===== src/rtl/alu_pkg.sv =====
// Shared constants for the MIPS-style ALU: data width, primary opcodes and
// R-type function codes, plus the immediate sign-extension helper.
// Purely declarative; no logic or latency of its own.
package alu_pkg;

    localparam int DATA_W = 32;

    // Primary opcodes (instr[31:26])
    localparam logic [5:0] OP_RTYPE = 6'b000000;
    localparam logic [5:0] OP_BEQ   = 6'b000100;
    localparam logic [5:0] OP_BNE   = 6'b000101;
    localparam logic [5:0] OP_BLEZ  = 6'b000110;
    localparam logic [5:0] OP_BGTZ  = 6'b000111;
    localparam logic [5:0] OP_ADDI  = 6'b001000;
    localparam logic [5:0] OP_ADDIU = 6'b001001;
    localparam logic [5:0] OP_SLTI  = 6'b001010;
    localparam logic [5:0] OP_SLTIU = 6'b001011;
    localparam logic [5:0] OP_ANDI  = 6'b001100;
    localparam logic [5:0] OP_ORI   = 6'b001101;
    localparam logic [5:0] OP_XORI  = 6'b001110;
    localparam logic [5:0] OP_LUI   = 6'b001111;
    localparam logic [5:0] OP_LW    = 6'b100011;
    localparam logic [5:0] OP_SW    = 6'b101011;

    // R-type function codes (instr[5:0])
    localparam logic [5:0] FN_SLL   = 6'b000000;
    localparam logic [5:0] FN_SRL   = 6'b000010;
    localparam logic [5:0] FN_SRA   = 6'b000011;
    localparam logic [5:0] FN_SLLV  = 6'b000100;
    localparam logic [5:0] FN_SRLV  = 6'b000110;
    localparam logic [5:0] FN_SRAV  = 6'b000111;
    localparam logic [5:0] FN_ADD   = 6'b100000;
    localparam logic [5:0] FN_ADDU  = 6'b100001;
    localparam logic [5:0] FN_SUB   = 6'b100010;
    localparam logic [5:0] FN_SUBU  = 6'b100011;
    localparam logic [5:0] FN_AND   = 6'b100100;
    localparam logic [5:0] FN_OR    = 6'b100101;
    localparam logic [5:0] FN_XOR   = 6'b100110;
    localparam logic [5:0] FN_NOR   = 6'b100111;
    localparam logic [5:0] FN_SLT   = 6'b101010;
    localparam logic [5:0] FN_SLTU  = 6'b101011;

    function automatic logic [DATA_W-1:0] sext16(input logic [15:0] imm);
        return {{(DATA_W-16){imm[15]}}, imm};
    endfunction

endpackage


===== src/rtl/alu_core.sv =====
// Combinational MIPS ALU datapath: decodes OPCODE/FUNC and produces the next
// result and branch-taken flag. Latency 0 (pure logic); no backpressure.
// Ports: opcode/rs_val/rt_val/shamt/func/raw_val in; res_nxt/sig_b_nxt out.
module alu_core
    import alu_pkg::*;
(
    input  logic [5:0]        opcode,
    input  logic [DATA_W-1:0] rs_val,
    input  logic [DATA_W-1:0] rt_val,
    input  logic [4:0]        shamt,
    input  logic [5:0]        func,
    input  logic [15:0]       raw_val,
    output logic [DATA_W-1:0] res_nxt,
    output logic              sig_b_nxt
);

    logic [DATA_W-1:0]        imm_sext;
    logic [DATA_W-1:0]        imm_zext;
    logic [DATA_W-1:0]        diff;
    logic signed [DATA_W-1:0] rt_signed;
    logic                     rs_zero;

    always_comb begin
        imm_sext  = sext16(raw_val);
        imm_zext  = {{(DATA_W-16){1'b0}}, raw_val};
        diff      = rs_val - rt_val;
        rt_signed = rt_val;
        rs_zero   = (rs_val == '0);

        res_nxt   = '0;
        sig_b_nxt = 1'b0;

        case (opcode)
            OP_RTYPE: begin
                case (func)
                    FN_ADD, FN_ADDU: res_nxt = rs_val + rt_val;
                    FN_SUB, FN_SUBU: res_nxt = diff;
                    FN_AND:          res_nxt = rs_val & rt_val;
                    FN_OR:           res_nxt = rs_val | rt_val;
                    FN_XOR:          res_nxt = rs_val ^ rt_val;
                    FN_NOR:          res_nxt = ~(rs_val | rt_val);
                    FN_SLT:  res_nxt = {{(DATA_W-1){1'b0}}, ($signed(rs_val) < $signed(rt_val))};
                    FN_SLTU: res_nxt = {{(DATA_W-1){1'b0}}, (rs_val < rt_val)};
                    FN_SLL:          res_nxt = rt_val << shamt;
                    FN_SRL:          res_nxt = rt_val >> shamt;
                    FN_SRA:          res_nxt = rt_signed >>> shamt;
                    // Variable shifts use only the low five bits of RS.
                    FN_SLLV:         res_nxt = rt_val << rs_val[4:0];
                    FN_SRLV:         res_nxt = rt_val >> rs_val[4:0];
                    FN_SRAV:         res_nxt = rt_signed >>> rs_val[4:0];
                    default:         res_nxt = '0;
                endcase
            end
            OP_ADDI, OP_ADDIU, OP_LW, OP_SW: res_nxt = rs_val + imm_sext;
            OP_SLTI:  res_nxt = {{(DATA_W-1){1'b0}}, ($signed(rs_val) < $signed(imm_sext))};
            // SLTIU still sign-extends the immediate, then compares unsigned.
            OP_SLTIU: res_nxt = {{(DATA_W-1){1'b0}}, (rs_val < imm_sext)};
            OP_ANDI:  res_nxt = rs_val & imm_zext;
            OP_ORI:   res_nxt = rs_val | imm_zext;
            OP_XORI:  res_nxt = rs_val ^ imm_zext;
            OP_LUI:   res_nxt = {raw_val, 16'h0000};
            OP_BEQ: begin
                res_nxt   = diff;
                sig_b_nxt = (rs_val == rt_val);
            end
            OP_BNE: begin
                res_nxt   = diff;
                sig_b_nxt = (rs_val != rt_val);
            end
            OP_BLEZ: begin
                res_nxt   = diff;
                sig_b_nxt = rs_val[DATA_W-1] | rs_zero;
            end
            OP_BGTZ: begin
                res_nxt   = diff;
                sig_b_nxt = ~rs_val[DATA_W-1] & ~rs_zero;
            end
            default: begin
                res_nxt   = '0;
                sig_b_nxt = 1'b0;
            end
        endcase
    end

endmodule


===== src/rtl/alu.sv =====
// MIPS ALU top: registers the alu_core result and branch flag.
// Latency 1 cycle, one operation per cycle; no handshake, never stalls.
// Ports: CLK, RST (sync active-high), OPCODE/RS_VAL/RT_VAL/SHAMT/FUNC/RAW_VAL in; RESULT/SIG_B out.
module alu
    import alu_pkg::*;
(
    input  logic              CLK,
    input  logic              RST,
    input  logic [5:0]        OPCODE,
    input  logic [DATA_W-1:0] RS_VAL,
    input  logic [DATA_W-1:0] RT_VAL,
    input  logic [4:0]        SHAMT,
    input  logic [5:0]        FUNC,
    input  logic [15:0]       RAW_VAL,
    output logic [DATA_W-1:0] RESULT,
    output logic              SIG_B
);

    logic [DATA_W-1:0] core_res;
    logic              core_sig_b;
    logic [DATA_W-1:0] result_d;
    logic [DATA_W-1:0] result_q;
    logic              sig_b_d;
    logic              sig_b_q;

    alu_core u_core (
        .opcode    (OPCODE),
        .rs_val    (RS_VAL),
        .rt_val    (RT_VAL),
        .shamt     (SHAMT),
        .func      (FUNC),
        .raw_val   (RAW_VAL),
        .res_nxt   (core_res),
        .sig_b_nxt (core_sig_b)
    );

    // Reset wins over whatever operation is presented in the same cycle.
    always_comb begin
        result_d = core_res;
        sig_b_d  = core_sig_b;
        if (RST) begin
            result_d = '0;
            sig_b_d  = 1'b0;
        end
    end

    always_ff @(posedge CLK) begin
        result_q <= result_d;
        sig_b_q  <= sig_b_d;
    end

    assign RESULT = result_q;
    assign SIG_B  = sig_b_q;

endmodule


===== config.mk =====
export PLATFORM = sky130hd
export DESIGN_NAME = alu
export DESIGN_NICKNAME = d
export VERILOG_FILES = /design/src/rtl/alu_pkg.sv /design/src/rtl/alu_core.sv /design/src/rtl/alu.sv
export SDC_FILE = /design/constraint.sdc
export NUM_CORES = 1
export LEC_CHECK = 0
export BUFFER_PORTS_ARGS = -buffer_cell sky130_fd_sc_hd__clkbuf_2
export CORE_UTILIZATION = 25
export DETAILED_ROUTE_END_ITERATION = 16
export GPL_TIMING_DRIVEN = 0
export PLACE_DENSITY = 0.46
export SLEW_MARGIN = 30
export SYNTH_ARGS = -nofsm -noshare
export SYNTH_HDL_FRONTEND = slang
export SYNTH_HIERARCHICAL = 1
export SYNTH_SLANG_ARGS = --single-unit

===== constraint.sdc =====
create_clock -name CLK -period 5.01 [get_ports CLK]
set_input_delay 1.002 -clock CLK [delete_from_list [all_inputs] [get_ports CLK]]
set_output_delay 1.002 -clock CLK [all_outputs]
set_load 0.1 [all_outputs]

Yosys cells after proc, flatten, opt, wreduce, memory -nomap -nowiden
Cells that the tools add are included.

word-level totals
  bits in registers = 33
  bits of input ports = 99

cells by class
  $add $sub $neg = 3
  order comparisons = 4
  equality and inequality tests = 31
  shifts and indexed selects = 6
  multiplexer cells = 3
  bitwise operators = 11
  reduce and logical (&&, ||, !) cells = 7

operator list
  cell                count
  $pmux 32 s14        1
  $pmux 32 s9         1
  $lt 32x32->1        3
  $eq 6x6->1 const B  12
  $add 32x32->32      2
  $shl 32x5->32       2
  $shr 32x5->32       2
  $sshr 32x5->32      2
  $eq 6x4->1 const B  8
  $eq 6x3->1 const B  7
  $and 32x16->32      1
  $and 32x32->32      1
  $eq 32x32->1        1
  $logic_not 32->1    1
  $lt 32x16->1        1
  $ne 32x32->1        1
  $not 32->32         1
  $or 32x16->32       1
  $or 32x32->32       1
  $sub 32x32->32      1
  $xor 32x16->32      1
  $xor 32x32->32      1
  $eq 6x2->1 const B  2
  $logic_not 6->1     2
  6 further kinds     9

Longest topological paths before layout
  word-level depth = 4
  depth in mapped cells = 16

Modules after synthesis
The synthesis kept the hierarchy.

modules (own cells, without submodules)
  module    instances  cells each  area each (um2)  sequential area each (um2)
  alu_core  1          2285        15584.9          0.0
  alu       1          69          889.6            660.6

Worst setup path before layout
Ideal clock, no wire load.

  path type = input -> register
  start = in RT_VAL[8]
  end = reg result_q[27], in the netlist RESULT[27]
  setup time = 114 ps
  arrival time = 4213 ps
  data required time = 4896 ps
  slack = 684 ps
  stages = 15
  path buffers = 2
  cells stage by stage = clkbuf_1 inv_1 ha_1 clkbuf_1 or4_1 or3_1 o22ai_1 a211oi_1 o21ai_1 nand2_1 o21ai_0 or3_1 a211oi_1 or4_1 nor2b_1

on the way
  longest elaborated chain between the ends = 3

RTL lines
  item                                          line            RTL
  start, declared                               alu.sv:11       input logic [DATA_W-1:0] RT_VAL,
  $sub 32x32->32, or another cell as far along  alu_core.sv:26  diff = rs_val - rt_val;
  $pmux 32 s14                                  alu_core.sv:35  case (func)
  $pmux 32 s9 *                                 alu_core.sv:33  case (opcode)
  net core_res[27]                              alu.sv:19       logic [DATA_W-1:0] core_res;
  end signal, assigned                          alu.sv:48       result_q <= result_d;
  end, declared                                 alu.sv:22       logic [DATA_W-1:0] result_q;

Mark *: on every way through the listed nets, which the timed path passes. The rest lies on a longest branch.
A chain may end at the register's enable or synchronous reset.

Final worst setup path
  start = in FUNC[0]
  end = reg result_q[26], in the netlist RESULT[26]

on the way
  longest elaborated chain between the ends = 4

RTL lines
  item              line            RTL
  start, declared   alu.sv:13       input logic [5:0] FUNC,
  $eq 6x6->1        alu_core.sv:35
  $reduce_or 2->1   alu_core.sv:35
  $pmux 32 s14 *    alu_core.sv:35
  $pmux 32 s9 *     alu_core.sv:33
  net core_res[26]  alu.sv:19

Marks and branches as above.

==> impl_metrics.tcl <==
set metrics [dict create \
    critical_path_required_ns 5.23 \
    grt_pass1_vias 19900 \
    initial_core_util_pct 25.4 \
    synthesis.nets 2631 \
    dieArea_um2 66900 \
    post-route-drc-count 0 \
    pin_count 132 \
    dp_slack_ns -1.48 \
    synthCells 2354 \
    fin_area_um2 19400 \
    root_buffer_master "sky130_fd_sc_hd__clkbuf_16" \
    final_common_cell "sky130_fd_sc_hd__nand2_1" \
    via_count 21700 \
    grt_start_max_net_pins 19 \
    critPathTopFamily "compound AO/OA/AOI/OAI gates" \
    layout.cells.most_common_list "sky130_fd_sc_hd__nand2_1, sky130_fd_sc_hd__a21oi_1, sky130_fd_sc_hd__nor2_1, sky130_fd_sc_hd__ha_1, sky130_fd_sc_hd__mux2i_1" \
    grt_antenna_before_repair 2 \
    placeable_core_region_um2 64800 \
    max_clock_freq_mhz 193 \
    num-nets-final 2785 \
    post_route_setup_slack_ns -0.163 \
    worstMarginPinSlew_ns 1.14 \
    detail-route-antenna-nets 0 \
    synth-edff-count 0 \
    critical-path-slowest-cell "sky130_fd_sc_hd__a311oi_1" \
    cellLeakagePower_nw 7.74 \
    yosysSeqAreaShare_pct 4.01 \
    numCtsBuffers 5 \
    drt-pass1-iter-count 7 \
    worst-path-max-fanout 10 \
    synthesis.yosys.warnings 6 \
    grt_first_pass_wirelength_um 163000 \
    final-setup-viol-count 13 \
    totalWireLength_um 121000 \
    placement.io_buffers 125 \
    worst_setup_path_end_kind "flip-flop" \
    status "finished, violations left" \
    post-route-period-util_pct 103 \
    post_synth_num_cell_types 91 \
    layout.cells.non_filler 3365 \
    crit_path_cell_trace "clkbuf_2 -> or2_2 -> clkbuf_1 -> clkbuf_2 -> buf_2 -> nor4_1 -> a311oi_1 -> mux2i_1 -> mux2i_1 -> o22a_1 -> o221ai_1 -> a211oi_2 -> o22ai_1 -> or3_1 -> nor2b_1" \
    synthToLayoutAreaGrowth_pct 17.7 \
    cts_max_path_buffers 2 \
    die_w_um 259 \
    post_place_cell_area_um2 18300 \
    area.sequential_um2 661 \
    min_path_type "input port to flip-flop" \
    maxUsedRoutingLayer "met4" \
    place_hpwl_um 99300 \
    hold_viol_final 0 \
    final_max_slew_viol_count 0 \
    yosys_most_used_dff "sky130_fd_sc_hd__dfxtp_1" \
    p_per_area_nw_per_um2 158 \
    clock_sink_count 33 \
    max_cap_viol_count 0 \
    finalHoldWorstSlack_ns 0.976 \
    chipHeight_um 259 \
    power.ir.vdd_worst_v 0.000138 \
    ys_ff_latch 33 \
    core.rowCount 93 \
    sum_of_met2_wire_segment_lengths_after_detailed_routing_um 51000 \
    multiInputGateArea_um2 15200 \
    first_iter_violations 3303 \
    critical_path_data_arrival_time_ns 5.39 \
    post_route_cells_drive_above_1_share_pct 17.8 \
    worst_setup_hold_path_clk_slew_ns 0.06 \
    gp_routability_congestion 1.07 \
    drt-vias-per-instance 6.44 \
    tritoncts_clock_tree "built" \
    cts_max_level 2 \
    globalRouteTotalUtil_pct 34.7 \
    relSlewSlack_pct 23.6 \
    post-route-min-period_ns 5.17 \
    fillerInstances 7132 \
    synthesis.area_um2 16500 \
    path_class "input port to flip-flop" \
    critical_path_buf_inv_count 4 \
    synth_async_sr_flop_share_pct 0 \
    number_of_cells_in_the_design_after_placement 3339 \
    violations "negative setup slack" \
    met1_length_um 50300 \
    crit_path_max_incr_delay_ns 0.45 \
    synthesis.area_per_instance_um2 7.00 \
    post_drt_wl_per_cell_um 35.9 \
    routed-wl-met3_um 12600 \
    worst_setup_start_kind "input port" \
    grt_remaining_overflow 0 \
    rsz0062_at_grt "yes" \
]
==> worst paths after layout <==
| path | to | from | cells past startpoint |
|---|---|---|---|
| max | RESULT[26]$_SDFF_PP0_ | FUNC[0] | 15 |
| min | RESULT[29]$_SDFF_PP0_ | RST | 2 |
==> where the power goes <==
| group | internal (mW) | leakage, nW | switching, mW |
|---|---|---|---|
| Combinational | 0.732 | 7.39 | 1.66 |
| Sequential | 0.272 | 0.267 | 0.00254 |
| Clock | 0.236 | 0.0800 | 0.162 |
==> cell type report <==
| type | count | share of cell area (%) |
|---|---|---|
| plain buffers | 167 | 3.97 |
| clock buffers | 5 | 0.645 |
| inverters | 140 | 2.93 |
| flip-flops and latches | 33 | 3.41 |
| diodes | 1 | 0.0129 |
| clock inverters | 3 | 0.239 |
| well taps | 855 | 5.51 |
| repair buffers | 169 | 5.08 |
| multi-input cells | 1992 | 78.2 |
==> registers in the layout, summed over array words and instances, names as in the netlist <==
register and count:
RESULT 32, SIG_B 1
==> cells by family after synthesis <==
logic type / count (synthesis) / share of synthesized area (%)
AOI/OAI and AO/OA: 783 / 32.1
and+or+nand+nor: 716 / 20.8
buffers and inverters: 329 / 7.91
muxes: 209 / 15.9
adders and majority gates: 178 / 13.7
xor gates and xnor gates: 106 / 5.64
DFF: 33 / 4.01
==> layer usage <==
metal	global-route usage [%]	vias to the layer above
met4	15.9	0
li1	-	9110
met3	7.64	269
met2	52.4	1493
met1	46.7	10800
met5	0	-
==> synth_stat cells, types with 9 or more instances <==
cell type | instances | share of area [%]
sky130_fd_sc_hd__a211o_1 | 10 | 0.53
sky130_fd_sc_hd__a211oi_1 | 54 | 2.5
sky130_fd_sc_hd__a21o_1 | 21 | 0.96
sky130_fd_sc_hd__a21oi_1 | 192 | 5.8
sky130_fd_sc_hd__a221oi_1 | 24 | 1.3
sky130_fd_sc_hd__a222oi_1 | 13 | 0.79
sky130_fd_sc_hd__a22oi_1 | 47 | 2.1
sky130_fd_sc_hd__a311oi_1 | 19 | 1.0
sky130_fd_sc_hd__a31oi_1 | 19 | 0.72
sky130_fd_sc_hd__and3_1 | 10 | 0.38
sky130_fd_sc_hd__buf_1 | 18 | 0.41
sky130_fd_sc_hd__buf_2 | 21 | 0.64
sky130_fd_sc_hd__buf_4 | 9 | 0.41
sky130_fd_sc_hd__clkbuf_1 | 140 | 3.2
sky130_fd_sc_hd__dfxtp_1 | 33 | 4.0
sky130_fd_sc_hd__ha_1 | 175 | 13
sky130_fd_sc_hd__inv_1 | 139 | 3.2
sky130_fd_sc_hd__mux2_2 | 10 | 0.68
sky130_fd_sc_hd__mux2i_1 | 158 | 9.6
sky130_fd_sc_hd__mux4_2 | 41 | 5.6
sky130_fd_sc_hd__nand2_1 | 205 | 4.7
sky130_fd_sc_hd__nand2b_1 | 31 | 1.2
sky130_fd_sc_hd__nand3_1 | 52 | 1.6
sky130_fd_sc_hd__nand4_1 | 15 | 0.57
sky130_fd_sc_hd__nor2_1 | 183 | 4.2
sky130_fd_sc_hd__nor2b_1 | 54 | 2.1
sky130_fd_sc_hd__nor3_1 | 66 | 2.0
sky130_fd_sc_hd__nor4_1 | 42 | 1.6
sky130_fd_sc_hd__o2111ai_1 | 9 | 0.48
sky130_fd_sc_hd__o211ai_1 | 30 | 1.4
sky130_fd_sc_hd__o21ai_0 | 131 | 4.0
sky130_fd_sc_hd__o21bai_1 | 24 | 1.1
sky130_fd_sc_hd__o221ai_1 | 23 | 1.2
sky130_fd_sc_hd__o22ai_1 | 44 | 1.7
sky130_fd_sc_hd__o31ai_1 | 21 | 0.96
sky130_fd_sc_hd__or3_1 | 13 | 0.49
sky130_fd_sc_hd__or4_1 | 10 | 0.46
sky130_fd_sc_hd__xnor2_1 | 97 | 5.2
sky130_fd_sc_hd__xor2_1 | 9 | 0.48
==> per-stage QoR <==
step | total power [mW] | util, % | TNS [ns]
after floorplan | 1.58 | - | 0
after global placement | 2.44 | 28.0 | -39.83
after detailed placement | 2.44 | 28.2 | -31.26
after CTS | 2.91 | 29.2 | -0.122
after global routing | 3.15 | 29.9 | -0.118
final | 3.06 | 29.9 | -0.827
==> repair_timing <==
| item | CTS | global route |
|---|---|---|
| setup endpoints to repair | 32 | 26 |
| resized for setup | 113 | 94 |
| buffers inserted | 14 | 25 |
| hold buffers | 0 | 0 |
| pin swaps | 5 | 14 |
| hold endpoints to repair | 0 | 0 |
(Power assumes the default switching activity.)
